<file path="src/rtl/pc_ras_unit_pkg.sv">
`default_nettype none
// ============================================================================
//  Module   : pc_ras_unit_pkg
//  Purpose  : Shared types and constants for the fetch PC / return-address
//             stack block. Defines the next-PC source encoding and the PC
//             increment used for sequential fetch and link addresses.
//  Revision : 1.0  - initial release
// ============================================================================
package pc_ras_unit_pkg;

    // Next-PC source select. The encoding is visible on the decoder-facing
    // pc_src bus, so the values are fixed.
    typedef enum logic [1:0] {
        SEQ    = 2'd0,
        JR     = 2'd1,
        JUMP   = 2'd2,
        BRANCH = 2'd3
    } pc_src_t;

    // Byte distance between consecutive instruction words.
    localparam int unsigned PC_INC = 4;

endpackage : pc_ras_unit_pkg
`default_nettype wire

</file>
<file path="src/rtl/pc_ras_unit_if.sv">
`default_nettype none
// ============================================================================
//  Module   : pc_ras_unit_if
//  Purpose  : Bundle between the decode/control side and the fetch PC unit.
//  Ports    : master - decode/control side; drives the PC select, operands
//                      and RAS push/pop requests, observes PC and flags.
//             slave  - PC unit; consumes the requests, drives imemaddr,
//                      pc_plus_4 and the RAS / alignment status flags.
//  Revision : 1.0  - initial release
// ============================================================================
interface pc_ras_unit_if
    import pc_ras_unit_pkg::*;
#(
    parameter int WIDTH = 32
);
    // Control side -> PC unit
    logic              pc_en;
    pc_src_t           pc_src;
    logic [WIDTH-1:0]  rdat1;
    logic [25:0]       immediate26;
    logic [WIDTH-1:0]  immediate;
    logic              ras_push;
    logic              ras_pop;

    // PC unit -> control side / instruction memory
    logic [WIDTH-1:0]  imemaddr;
    logic [WIDTH-1:0]  pc_plus_4;
    logic              ras_empty;
    logic              ras_hit;
    logic              ras_mispredict;
    logic              misalign;

    modport master (
        output pc_en, pc_src, rdat1, immediate26, immediate, ras_push, ras_pop,
        input  imemaddr, pc_plus_4, ras_empty, ras_hit, ras_mispredict, misalign
    );

    modport slave (
        input  pc_en, pc_src, rdat1, immediate26, immediate, ras_push, ras_pop,
        output imemaddr, pc_plus_4, ras_empty, ras_hit, ras_mispredict, misalign
    );

endinterface : pc_ras_unit_if
`default_nettype wire

</file>
<file path="src/rtl/pc_ras_unit_ras_stack.sv">
`default_nettype none
// ============================================================================
//  Module   : pc_ras_unit_ras_stack
//  Purpose  : Circular return-address stack with a saturating occupancy
//             count. On overflow the oldest entry is silently overwritten.
//             Read is combinational (top of stack), write is synchronous.
//  Ports    : CLK   - clock
//             RST   - synchronous active-high reset (pointer and count only)
//             push  - write wdata as new top
//             pop   - discard current top (ignored when empty)
//             en    - qualifies push and pop
//             wdata - value to push
//             top   - current top entry (combinational)
//             empty - occupancy is zero
//  Revision : 1.0  - initial release
// ============================================================================
module pc_ras_unit_ras_stack #(
    parameter int WIDTH = 32,
    parameter int DEPTH = 4
) (
    input  wire logic              CLK,
    input  wire logic              RST,
    input  wire logic              push,
    input  wire logic              pop,
    input  wire logic              en,
    input  wire logic [WIDTH-1:0]  wdata,
    output logic      [WIDTH-1:0]  top,
    output logic                   empty
);

    localparam int c_ptr_w = $clog2(DEPTH);
    localparam int c_cnt_w = $clog2(DEPTH) + 1;

    logic [WIDTH-1:0]    r_mem [DEPTH];
    logic [c_ptr_w-1:0]  r_top;
    logic [c_cnt_w-1:0]  r_count;

    logic                w_empty;
    logic                w_full;
    logic                w_do_push;
    logic                w_do_pop;
    logic [c_ptr_w-1:0]  w_wptr;

    assign w_empty   = (r_count == '0);
    assign w_full    = (r_count == c_cnt_w'(DEPTH));
    assign w_do_push = en & push;
    // Popping an empty stack is a no-op, so a push+pop on empty acts as a
    // plain push.
    assign w_do_pop  = en & pop & ~w_empty;

    // Push+pop replaces the current top in place; a plain push goes one slot
    // above it. The pointer wraps naturally because DEPTH is a power of two.
    assign w_wptr    = w_do_pop ? r_top : r_top + c_ptr_w'(1);

    always_ff @(posedge CLK) begin
        if (RST) begin
            r_top   <= '0;
            r_count <= '0;
        end else if (w_do_push && !w_do_pop) begin
            r_top <= r_top + c_ptr_w'(1);
            if (!w_full) begin
                r_count <= r_count + c_cnt_w'(1);
            end
        end else if (w_do_pop && !w_do_push) begin
            r_top   <= r_top - c_ptr_w'(1);
            r_count <= r_count - c_cnt_w'(1);
        end
    end

    // Entry storage carries no reset; contents are only meaningful while
    // covered by the occupancy count.
    always_ff @(posedge CLK) begin
        if (!RST && w_do_push) begin
            r_mem[w_wptr] <= wdata;
        end
    end

    assign top   = r_mem[r_top];
    assign empty = w_empty;

endmodule : pc_ras_unit_ras_stack
`default_nettype wire

</file>
<file path="src/rtl/pc_ras_unit.sv">
`default_nettype none
// ============================================================================
//  Module   : pc_ras_unit
//  Purpose  : Fetch program counter with next-PC selection (sequential,
//             register jump, J/JAL, taken branch) and a return-address stack
//             that predicts JR $31 targets. Flags RAS hits, RAS mispredicts
//             and misaligned register-jump targets.
//  Ports    : CLK  - clock
//             RST  - synchronous active-high reset
//             pcif - pc_ras_unit_if.slave bundle:
//                    in : pc_en, pc_src, rdat1, immediate26, immediate,
//                         ras_push, ras_pop
//                    out: imemaddr, pc_plus_4, ras_empty, ras_hit,
//                         ras_mispredict, misalign
//  Revision : 1.0  - initial release
// ============================================================================
module pc_ras_unit
    import pc_ras_unit_pkg::*;
#(
    parameter int               WIDTH     = 32,
    parameter logic [WIDTH-1:0] PC_INIT   = {WIDTH{1'b0}},
    parameter int               RAS_DEPTH = 4
) (
    input  wire logic          CLK,
    input  wire logic          RST,
    pc_ras_unit_if.slave       pcif
);

    logic [WIDTH-1:0]  r_pc;

    logic [WIDTH-1:0]  w_pc_plus_4;
    logic [WIDTH-1:0]  w_next_pc;
    logic [WIDTH-1:0]  w_ras_top;
    logic              w_ras_empty;
    logic              w_ras_hit;
    logic [WIDTH-1:0]  w_jr_target;
    logic [WIDTH-1:0]  w_jump_target;
    logic [WIDTH-1:0]  w_branch_target;

    // ------------------------------------------------------------------
    // Return-address stack. Pop is honoured for any pc_src so that the
    // stack stays in step with the call depth even when the decoder does
    // not use the predicted target.
    // ------------------------------------------------------------------
    pc_ras_unit_ras_stack #(
        .WIDTH (WIDTH),
        .DEPTH (RAS_DEPTH)
    ) u_ras (
        .CLK   (CLK),
        .RST   (RST),
        .push  (pcif.ras_push),
        .pop   (pcif.ras_pop),
        .en    (pcif.pc_en),
        .wdata (w_pc_plus_4),
        .top   (w_ras_top),
        .empty (w_ras_empty)
    );

    // ------------------------------------------------------------------
    // Candidate targets
    // ------------------------------------------------------------------
    assign w_pc_plus_4     = r_pc + WIDTH'(PC_INC);
    assign w_jr_target     = {pcif.rdat1[WIDTH-1:2], 2'b00};
    assign w_jump_target   = {w_pc_plus_4[WIDTH-1:28], pcif.immediate26, 2'b00};
    // Branch offset is in words; the low two bits of the shifted value are
    // zero and the top two bits fall off (modulo arithmetic).
    assign w_branch_target = w_pc_plus_4 + {pcif.immediate[WIDTH-3:0], 2'b00};

    assign w_ras_hit = (pcif.pc_src == JR) & pcif.ras_pop & ~w_ras_empty;

    always_comb begin
        w_next_pc = w_pc_plus_4;
        case (pcif.pc_src)
            SEQ:     w_next_pc = w_pc_plus_4;
            JR:      w_next_pc = w_ras_hit ? w_ras_top : w_jr_target;
            JUMP:    w_next_pc = w_jump_target;
            BRANCH:  w_next_pc = w_branch_target;
            default: w_next_pc = w_pc_plus_4;
        endcase
    end

    // ------------------------------------------------------------------
    // PC register
    // ------------------------------------------------------------------
    always_ff @(posedge CLK) begin
        if (RST) begin
            r_pc <= PC_INIT;
        end else if (pcif.pc_en) begin
            r_pc <= w_next_pc;
        end
    end

    // ------------------------------------------------------------------
    // Outputs and status flags
    // ------------------------------------------------------------------
    assign pcif.imemaddr       = r_pc;
    assign pcif.pc_plus_4      = w_pc_plus_4;
    assign pcif.ras_empty      = w_ras_empty;
    assign pcif.ras_hit        = w_ras_hit;
    // Compared against the aligned register value, so a predicted return to
    // the word holding a misaligned rdat1 is not counted as a mispredict.
    assign pcif.ras_mispredict = w_ras_hit & (w_ras_top != w_jr_target);
    // Only meaningful when the register value is actually used as target.
    assign pcif.misalign       = (pcif.pc_src == JR) & ~w_ras_hit
                                 & (pcif.rdat1[1:0] != 2'b00);

endmodule : pc_ras_unit
`default_nettype wire

</file>
<file path="src/flat_wrapper.sv">
// flat-port wrapper written by rule: the top's interface ports become plain ports
module pc_ras_unit_flat import pc_ras_unit_pkg::*;
#(
    parameter int               WIDTH     = 32,
    parameter logic [WIDTH-1:0] PC_INIT   = {WIDTH{1'b0}},
    parameter int               RAS_DEPTH = 4
)
  (CLK, RST, pcif_pc_en, pcif_pc_src, pcif_rdat1, pcif_immediate26, pcif_immediate, pcif_ras_push, pcif_ras_pop, pcif_imemaddr, pcif_pc_plus_4, pcif_ras_empty, pcif_ras_hit, pcif_ras_mispredict, pcif_misalign);
  pc_ras_unit_if #(.WIDTH(WIDTH)) pcif_i ();
  input  wire logic CLK;
  input  wire logic RST;
  input wire logic [$bits(pcif_i.pc_en)-1:0] pcif_pc_en;
  input wire logic [$bits(pcif_i.pc_src)-1:0] pcif_pc_src;
  input wire logic [$bits(pcif_i.rdat1)-1:0] pcif_rdat1;
  input wire logic [$bits(pcif_i.immediate26)-1:0] pcif_immediate26;
  input wire logic [$bits(pcif_i.immediate)-1:0] pcif_immediate;
  input wire logic [$bits(pcif_i.ras_push)-1:0] pcif_ras_push;
  input wire logic [$bits(pcif_i.ras_pop)-1:0] pcif_ras_pop;
  output wire logic [$bits(pcif_i.imemaddr)-1:0] pcif_imemaddr;
  output wire logic [$bits(pcif_i.pc_plus_4)-1:0] pcif_pc_plus_4;
  output wire logic [$bits(pcif_i.ras_empty)-1:0] pcif_ras_empty;
  output wire logic [$bits(pcif_i.ras_hit)-1:0] pcif_ras_hit;
  output wire logic [$bits(pcif_i.ras_mispredict)-1:0] pcif_ras_mispredict;
  output wire logic [$bits(pcif_i.misalign)-1:0] pcif_misalign;
  assign pcif_i.pc_en = pcif_pc_en;
  assign pcif_i.pc_src = pcif_pc_src;
  assign pcif_i.rdat1 = pcif_rdat1;
  assign pcif_i.immediate26 = pcif_immediate26;
  assign pcif_i.immediate = pcif_immediate;
  assign pcif_i.ras_push = pcif_ras_push;
  assign pcif_i.ras_pop = pcif_ras_pop;
  assign pcif_imemaddr = pcif_i.imemaddr;
  assign pcif_pc_plus_4 = pcif_i.pc_plus_4;
  assign pcif_ras_empty = pcif_i.ras_empty;
  assign pcif_ras_hit = pcif_i.ras_hit;
  assign pcif_ras_mispredict = pcif_i.ras_mispredict;
  assign pcif_misalign = pcif_i.misalign;
  pc_ras_unit #(.WIDTH(WIDTH), .PC_INIT(PC_INIT), .RAS_DEPTH(RAS_DEPTH)) u_core (.CLK(CLK), .RST(RST), .pcif(pcif_i));
endmodule
</file>
<file path="config.mk">
export PLATFORM = sky130hd
export DESIGN_NAME = pc_ras_unit_flat
export DESIGN_NICKNAME = d
export VERILOG_FILES = /design/src/rtl/pc_ras_unit_pkg.sv /design/src/rtl/pc_ras_unit_if.sv /design/src/rtl/pc_ras_unit_ras_stack.sv /design/src/rtl/pc_ras_unit.sv /design/src/flat_wrapper.sv
export SDC_FILE = /design/constraint.sdc
export NUM_CORES = 1
export LEC_CHECK = 0
export ABC_AREA = 1
export CAP_MARGIN = 20
export CORE_MARGIN = 2
export CORE_UTILIZATION = 60
export DETAILED_ROUTE_END_ITERATION = 6
export GPL_TIMING_DRIVEN = 0
export PLACE_DENSITY_LB_ADDON = 0.08
export SLEW_MARGIN = 20
export SYNTH_ARGS = -nofsm -noshare
export SYNTH_HDL_FRONTEND = slang
export SYNTH_SLANG_ARGS = --single-unit
</file>
<file path="constraint.sdc">
create_clock -name CLK -period 5.9 [get_ports CLK]
set_input_delay 1.77 -clock CLK [delete_from_list [all_inputs] [get_ports CLK]]
set_output_delay 1.77 -clock CLK [all_outputs]
set_load 0.01 [all_outputs]
</file>
---- Word level (Yosys, flattened, before mapping) ----
Memories as Yosys holds them, arrays and structs flattened. A register that Yosys moved wholly into a read port is not among the register bits.
Index checks and enable logic that the tools add are counted.
operators by class
  $add $sub $neg .......................... 6
  equal/unequal tests ..................... 6
  muxes and demuxes ....................... 12
  bitwise gates (word level) .............. 10
  reductions and logical operators ........ 11
operator list
  kind                                                  count
  one-hot mux 32 bit (4 select lines)                   1
  adder 32 x 3 -> 32 bit (second input constant)        1
  adder 32 bit                                          1
  two-way mux 32 bit                                    1
  inequality test 32 bit                                1
  two-way mux 2 bit                                     5
  two-way mux 3 bit                                     3
  bitwise AND 1 bit                                     8
  equality test 2 bit (second input constant)           2
  nonzero test 2 bit                                    2
  adder 3 x 1 -> 3 bit (second input constant)          1
  equality test 3 bit (second input constant)           1
  logical AND 1 bit                                     3
  logical NOT 1 bit                                     3
  logical NOT 3 bit                                     1
  subtractor 3 x 1 -> 3 bit (second input constant)     1
  adder 2 x 1 -> 2 bit (second input constant)          1
  equality test 2 x 1 -> 1 bit (second input constant)  1
  logical NOT 2 bit                                     1
  two-way mux 1 bit                                     2
  inequality test 2 bit (second input constant)         1
  inverter 1 bit                                        2
  AND reduction 2 bit                                   1
  subtractor 2 x 1 -> 2 bit (second input constant)     1
storage, ports and cells
  bits in registers ....................... 37
  RAM bits ................................ 128
  output and inout bits ................... 68
  logic and storage cells ................. 49
  memories kept ........................... 1
memory list
  memory              depth  bits a word  rd ports  clocked after memory_dff  wr ports  RTL line                     source
  u_core.u_ras.r_mem  4      32           1         1                         1         pc_ras_unit_ras_stack.sv:34  logic [WIDTH-1:0] r_mem [DEPTH];

---- Depth between registers and ports, before layout ----
Gate-level depths: netlist (run 1).
  word-level depth ........................ 8
  gate-level depth with buffers ........... 27
  gate-level depth less buffers ........... 27

---- By module ----
Synthesis (run 1) repeated with hierarchy kept, for this count alone.
second synthesis, totals
  cells, all modules ...................... 1459
  area total of the unflattened synthesis .. 11019.3 um2
modules (own cells, without submodules)
  module                 instances  cells each  area an instance (um2)  sequential area each (um2)
  pc_ras_unit            1          1066        5733.0                  640.6
  pc_ras_unit_ras_stack  1          393         5286.3                  3983.8

---- Least setup slack after synthesis (run 1) ----
Ideal clock, no wire load.
  path type ............................... input to register
  start ................................... input pcif_pc_en
  end ..................................... memory u_core.u_ras.r_mem[0][0] (enable)
  data arrival time ....................... 4050 ps
  required time ........................... 5479 ps
  setup slack ............................. 1429 ps
  stages .................................. 7
  cell sequence ........................... buf_2 -> inv_2 -> nor3_1 -> inv_1 -> o21ai_1 -> inv_1 -> nor2_1
between the ends
  cells in the longest elaborated chain, start to end .. 4
  elaborated cells on any way between the ends .. 7
  classes of those cells .................. 3 x mux; 3 x bitwise; 1 x reduce/logical
ends and longest elaborated chain
  element                                  RTL line                     source
  from (decl)                              flat_wrapper.sv:12           input wire logic [$bits(pcif_i.pc_en)-1:0] pcif_pc_en;
  bitwise AND 1 bit                        pc_ras_unit_ras_stack.sv:46  assign w_do_push = en & push;
  logical AND 1 bit                        pc_ras_unit_ras_stack.sv:73  if (!RST && w_do_push) begin
  two-way mux 1 bit                        pc_ras_unit_ras_stack.sv:73
  two-way mux 1 bit (not written as such)  pc_ras_unit_ras_stack.sv:74  r_mem[w_wptr] <= wdata;
  to (decl)                                pc_ras_unit_ras_stack.sv:34
Parallel ways exist; a longest one is shown, timed or not.

---- Worst setup path in the final report (run 1) ----
  start ................................... input pcif_pc_src[1]
  end ..................................... output pcif_ras_mispredict
between the ends
  cells in the longest elaborated chain, start to end .. 4
ends and longest elaborated chain
  element                          RTL line            source
  from (decl)                      flat_wrapper.sv:13  input wire logic [$bits(pcif_i.pc_src)-1:0] pcif_pc_src;
  equality test 2 x 1 -> 1 bit     pc_ras_unit.sv:69   assign w_ras_hit = (pcif.pc_src == JR) & pcif.ras_pop & ~w_ras_empty;
  bitwise AND 1 bit (2 in series)  pc_ras_unit.sv:69
  bitwise AND 1 bit                pc_ras_unit.sv:102  assign pcif.ras_mispredict = w_ras_hit & (w_ras_top != w_jr_target);
  to (decl)                        flat_wrapper.sv:23  output wire logic [$bits(pcif_i.ras_mispredict)-1:0] pcif_ras_mispredict;
Every way passes these cells.

==> flow_summary.ini, run 1 <==
[synthesis]
synth_edf_count = 128
synth_seq_area_share = 0.427
syn_nets = 1586
synth.distinct_cells = 46
syn_avg_cell_area_um2 = 7.50
synth_ff_type = edfxtp_1
post_synth_instance_area_mm2 = 0.0108
synth_seq_cells = 167
synth_warnings = 0
syn_inst = 1444
async_flop_share = 0

[cells_and_area]
layout_commonest_cell = nand2_1
nFillCells = 1335
final_cell_mix = nand2_1, clkdlybuf4s50_1, inv_1, edfxtp_1, nand3_1
num_antenna_cells = 0
fin_nets = 1768
drive_above_1_share = 0.0543
area_growth_pct = 24.2

[sta]
period_minus_slack_ns = 5.70
finalHoldViolCount = 0
skew_ns = 0.00987
worst_slew_pin_slew_ns = 1.11
relSlewSlack = 0.252
finalHoldWorstSlack_ns = 0.493
rsz0062_at_grt = no
fmax_ghz = 0.175
timing.final.crit_share = 0.967
setup_violations = 0
fin_setup_tns_ns = 0
drv_slew = 0

[outcome]
violations = DRC
status = complete, but fails checks

[clocking]
cts_sinks = 167
cts_inserted_buffers = 17
post_cts_buffers = 0
clk_pin_slew_ns = 0.07
htree_levels = 4
ctsRootBufferMaster = clkbuf_16
cts_tree = done
clock_latency_ns = 0.45
cts_hold_buf = 0
cts_resized = 0
clockBufferDepth = 2

[global_route]
gr-total-overflow = 0
grt_pass1_vias = 10506
grt_pass1_wl_um = 59400
antenna_found_initial = 1
grtUsageTotal = 0.410
grt_start_max_net_pins = 24

[routing]
viasPerCell = 6.01
drtIter0Drc = 1633
post_drt_wl_per_cell_um = 21.5
via_count = 11236
first_pass_iters = 7
route.detailed.drc = 2
drtAntennaViolNets = 0
wl_um = 40100

[setup_path]
path_max_fanout = 10
crit_path_top_delay_cell = clkdlybuf4s50_1
end_kind = primary output
cp_top_family = buffers and inverters
crit_buf_inv = 5
crit_required_ns = 4.13
crit_type = input port to primary output
cpMostUsedCell = clkdlybuf4s50_1
worstPathCellList = clkdlybuf4s50_1, inv_1, ha_1, nand3_1, clkbuf_2, buf_2, nor2_1, clkdlybuf4s50_1
start_kind = input port
arrival_ns = 3.93
slowest_delay_ns = 0.52

[hold_path]
hp-class = register to register

[floorplanning]
coreArea_mm2 = 0.0178
die_w_um = 138
core.rowCount = 49
start_util = 0.607
dieArea_mm2 = 0.0191
ios = 165
die_h_um = 138

[placed_design]
routabilityCongestion = 1.01
dp_hpwl_um = 30200
portBuffers = 160

[flow_run]
maxCapViolCount = 0

[power_and_ir_drop]
power.total_uw = 3510
p_per_area_mw_per_mm2 = 261
ir_drop_mv = 0.236
cellLeakagePower_uw = 0.00592
tightest hold or removal path, stage by stage, from the launching register on:
cell and delay, ns:
dfxtp_1 0.31, inv_1 0.08, a21oi_1 0.06
logic make-up (layout without fill, tap and decap cells):
| family | Yosys count | in the layout | synth area share |
|---|---|---|---|
| buffers and inverters | 213 | 408 | 0.0765 |
| AOI/OAI and AO/OA | 192 | 192 | 0.0994 |
| adders and majority gates | 45 | 45 | 0.0534 |
| xor gates and xnor gates | 51 | 51 | 0.0420 |
| and+or+nand+nor | 776 | 776 | 0.301 |
| DFF | 167 | 167 | 0.427 |
worst paths after layout:
check / slack (ns) / depth (start not counted) / start / to
setup / recovery: 0.20 / 8 / pcif_pc_src[1] / pcif_ras_mispredict
hold / removal: 0.49 / 2 / u_core.u_ras.r_count[2] / u_core.u_ras.r_count[2]
setup reg to reg: 1.71 / 13 / u_core.pcif.imemaddr[3] / u_core.pcif.imemaddr[12]
hold reg to reg: 0.49 / 2 / u_core.u_ras.r_count[2] / u_core.u_ras.r_count[2]
cell usage after synthesis (all sizes together), types with 3 or more instances:
cell | count | area (µm²)
a221oi | 4 | 35.0
nor3 | 11 | 55.1
or2 | 8 | 50.1
xor2 | 32 | 280
dfxtp | 39 | 781
buf | 23 | 115
o211ai | 11 | 82.6
nor2 | 110 | 464
ha | 43 | 538
nand2 | 491 | 1860
nand3 | 126 | 636
clkbuf | 26 | 97.6
edfxtp | 128 | 3840
o21ai | 49 | 245
xnor2 | 19 | 174
o2111ai | 5 | 43.8
o21bai | 5 | 37.5
a21oi | 103 | 519
a31oi | 6 | 37.5
clkinv | 4 | 15.0
nand4 | 19 | 119
a21o | 3 | 22.5
nand3b | 7 | 52.6
inv | 160 | 601
where the power goes:
| part | total, µW | switching [µW] | internal [µW] |
|---|---|---|---|
| Combinational | 1000 | 652 | 349 |
| Clock | 1140 | 557 | 579 |
| Sequential | 1370 | 47.4 | 1320 |
| Total | 3510 | 1260 | 2250 |
sequential cells by signal (all words and copies together), names as in the netlist, named ones only:
signal,flops
u_core.u_ras.r_top,2
u_core.u_ras.r_count,3
u_core.u_ras.r_mem,128
u_core.pcif.imemaddr,32
cell type report:
type / count / area, µm² / share of cell area
plain buffers: 48 / 210 / 0.0156
flip-flops and latches: 167 / 4620 / 0.344
multi-input cells: 1064 / 5420 / 0.403
repair buffers: 164 / 1700 / 0.126
inverters: 164 / 616 / 0.0458
well taps: 229 / 287 / 0.0213
clock buffers: 18 / 439 / 0.0327
clock inverters: 14 / 153 / 0.0114
through the flow:
step                      setup WS (ns)  instances  instance area (µm²)   util
after CTS                        0.0569       1869                13400  0.753
final                             0.196       1868                13400  0.753
after floorplan                    1.43       1444                10800      -
after detailed placement         0.0533       1837                12800  0.720
after global routing              0.150       1868                13400  0.753
after global placement          -0.0205       1833                12700  0.713
metal layers:
metal | GRT usage | vias up | share of wire
li1 | - | 5114 | -
met1 | 0.509 | 5046 | 0.35
met2 | 0.654 | 873 | 0.44
met3 | 0.108 | 203 | 0.14
met4 | 0.228 | 0 | 0.073
met5 | 0 | - | 0
(Power assumes the default switching activity.)
==> run 2: changes to the inputs <==
ABC_AREA = default   (was 1)
DONT_BUFFER_PORTS = 1   (was default)
==> flow_summary.ini, run 2 <==
[sta]
drv_slew = 0
timing.final.crit_share = 0.949
fmax_ghz = 0.179
worst_slew_pin_slew_ns = 1.15
finalHoldViolCount = 0
period_minus_slack_ns = 5.60
rsz0062_at_grt = no
relSlewSlack = 0.226
finalHoldWorstSlack_ns = 0.555
setup_violations = 0
skew_ns = 0.00710

[global_route]
grtUsageTotal = 0.364
grt_pass1_vias = 7497
grt_pass1_wl_um = 44700
grt_start_max_net_pins = 23
gr-total-overflow = 0
antenna_found_initial = 0

[cells_and_area]
largest_reg_flops = 128
area_growth_pct = 10.3
regMostFlops = u_core.u_ras.r_mem
fin_nets = 1055
nFillCells = 1181
final_cell_mix = nand2_1, edfxtp_1, xnor2_1, a21oi_1, nor2_1
drive_above_1_share = 0.111
layout.cells.non_filler = 1143
layout_commonest_cell = nand2_1

[synthesis]
synth.most_common_cell = nand2_1
synth_top_area_cell = edfxtp_1
synth_common_cells = nand2_1, edfxtp_1, xnor2_1, a21oi_1, nor2_1
synth_seq_area_share = 0.479
synth_ff_type = edfxtp_1
syn_nets = 1026
synth_area_leaders = edfxtp_1, dfxtp_1, mux4_2, nand2_1, ha_1
synth.distinct_cells = 71
async_flop_share = 0
syn_avg_cell_area_um2 = 10.9
synth_edf_count = 128
post_synth_instance_area_mm2 = 0.00966
synth_seq_cells = 167
syn_inst = 884
synth_warnings = 0
synth_top_area_frac = 0.398

[routing]
drtAntennaViolNets = 0
first_pass_iters = 7
drtIter0Drc = 936
route.detailed.drc = 0
via_count = 7851
post_drt_wl_per_cell_um = 27.1
wl_um = 30900
viasPerCell = 6.87

[floorplanning]
core.rowCount = 46
start_util = 0.611
ios = 165
die_w_um = 131
dieArea_mm2 = 0.0171
die_h_um = 131
coreArea_mm2 = 0.0158

[flow_run]
maxCapViolCount = 0

[setup_path]
start_kind = input port
crit_required_ns = 4.13
arrival_ns = 3.83
rr_startpoint = u_core.pcif.imemaddr[2]
reg2reg_depth = 17
crit_path_end = pcif_ras_mispredict
rrSetupSlack_ns = 0.43
r2r_end = u_core.pcif.imemaddr[31]
end_kind = primary output
cp-startpoint = pcif_ras_pop
crit_type = input port to primary output
path_max_fanout = 10

[power_and_ir_drop]
power.total_uw = 3220
cellLeakagePower_uw = 0.00397
ir_drop_mv = 0.231
p_per_area_mw_per_mm2 = 302

[placed_design]
dp_hpwl_um = 23300
dp_cells = 1110
routabilityCongestion = 0.981
portBuffers = 0

[hold_path]
hp-class = register to register
hp-start = u_core.u_ras.r_count[2]

[clocking]
cts_inserted_buffers = 17
htree_levels = 4
cts_resized = 0
ctsRootBufferMaster = clkbuf_16
cts_sinks = 167
clockBufferDepth = 2
cts_tree = done
clk_pin_slew_ns = 0.07
post_cts_buffers = 0
cts_hold_buf = 0
clock_latency_ns = 0.43

[outcome]
status = finished clean
==> run 2: cell types whose count changed after synthesis, sizes merged, moves of 32 or more <==
cell / previous run / this run
nand2: 491 / 147
inv: 160 / 29
nand3: 126 / 20
nor2: 110 / 48
a21oi: 103 / 50
xnor2: 19 / 57
mux4: 0 / 32
==> run 2: cell type report <==
type / instances / area (µm²) / area share
Sequential cell: 167 / 4620 / 0.434
Clock inverter: 15 / 155 / 0.0146
Timing Repair Buffer: 10 / 119 / 0.0111
Tap cell: 216 / 270 / 0.0253
Buffer: 43 / 175 / 0.0164
Multi-Input combinational cell: 645 / 4780 / 0.448
Clock buffer: 17 / 425 / 0.0399
Antenna cell: 1 / 2.50 / 0.000235
Inverter: 29 / 109 / 0.0102
==> run 2: metrics by stage <==
stage	instance area, µm²	utilization	TNS (ns)	setup slack (ns)
2_1_floorplan	9660	-	0	0.836
3_3_place_gp	9930	0.628	-105.91	-1.46
4_1_cts	10700	0.673	0	0.367
6_report	10700	0.674	0	0.301
3_5_place_dp	10100	0.637	0	0.381
5_1_grt	10700	0.673	0	0.247
==> run 2: worst max-delay path, cell delays in order <==
cell and delay (ns):
nor2b_1 0.12, clkbuf_1 0.34, clkbuf_1 0.60, clkbuf_1 0.44, nand2_1 0.20, a21oi_1 0.34
==> run 2: per-layer routing <==
| metal | routed length (µm) | GRT usage | share of wire | vias to the layer above |
|---|---|---|---|---|
| met1 | 11400 | 0.465 | 0.37 | 3868 |
| met4 | 1260 | 0.141 | 0.041 | 0 |
| met3 | 3710 | 0.104 | 0.12 | 101 |
| li1 | - | - | - | 3359 |
| met2 | 14600 | 0.594 | 0.47 | 523 |
| met5 | 0 | 0 | 0 | - |
==> run 2: report_power, final <==
group,leakage [µW],internal [µW],switching [µW]
logic,0.00218,281,468
clock network,0.000288,565,523
registers,0.00150,1320,56.6
total,0.00397,2170,1050
==> run 2: cell families (layout without fill, tap and decap cells) <==
family | count (synthesis) | count (layout) | synth area share
AO/OA/AOI/OAI | 191 | 191 | 0.136
XOR/XNOR | 83 | 83 | 0.0760
AND/OR/NAND/NOR | 286 | 286 | 0.137
adder cells (fa/ha/maj) | 45 | 45 | 0.0598
buffers and inverters | 72 | 114 | 0.0294
other | 0 | 1 | 0
multiplexers | 40 | 40 | 0.0829
flip-flops | 167 | 167 | 0.479
==> run 2: worst min path at each step <==
stage / end / slack [ns] / depth (start not counted)
2_1_floorplan: u_core.u_ras.r_count[1] / 0.48 / 2
3_3_place_gp: u_core.u_ras.r_count[1] / 0.49 / 2
3_5_place_dp: u_core.u_ras.r_count[1] / 0.53 / 2
4_1_cts: u_core.u_ras.r_count[1] / 0.55 / 2
5_1_grt: u_core.u_ras.r_count[1] / 0.56 / 2
6_report: u_core.u_ras.r_count[2] / 0.55 / 2
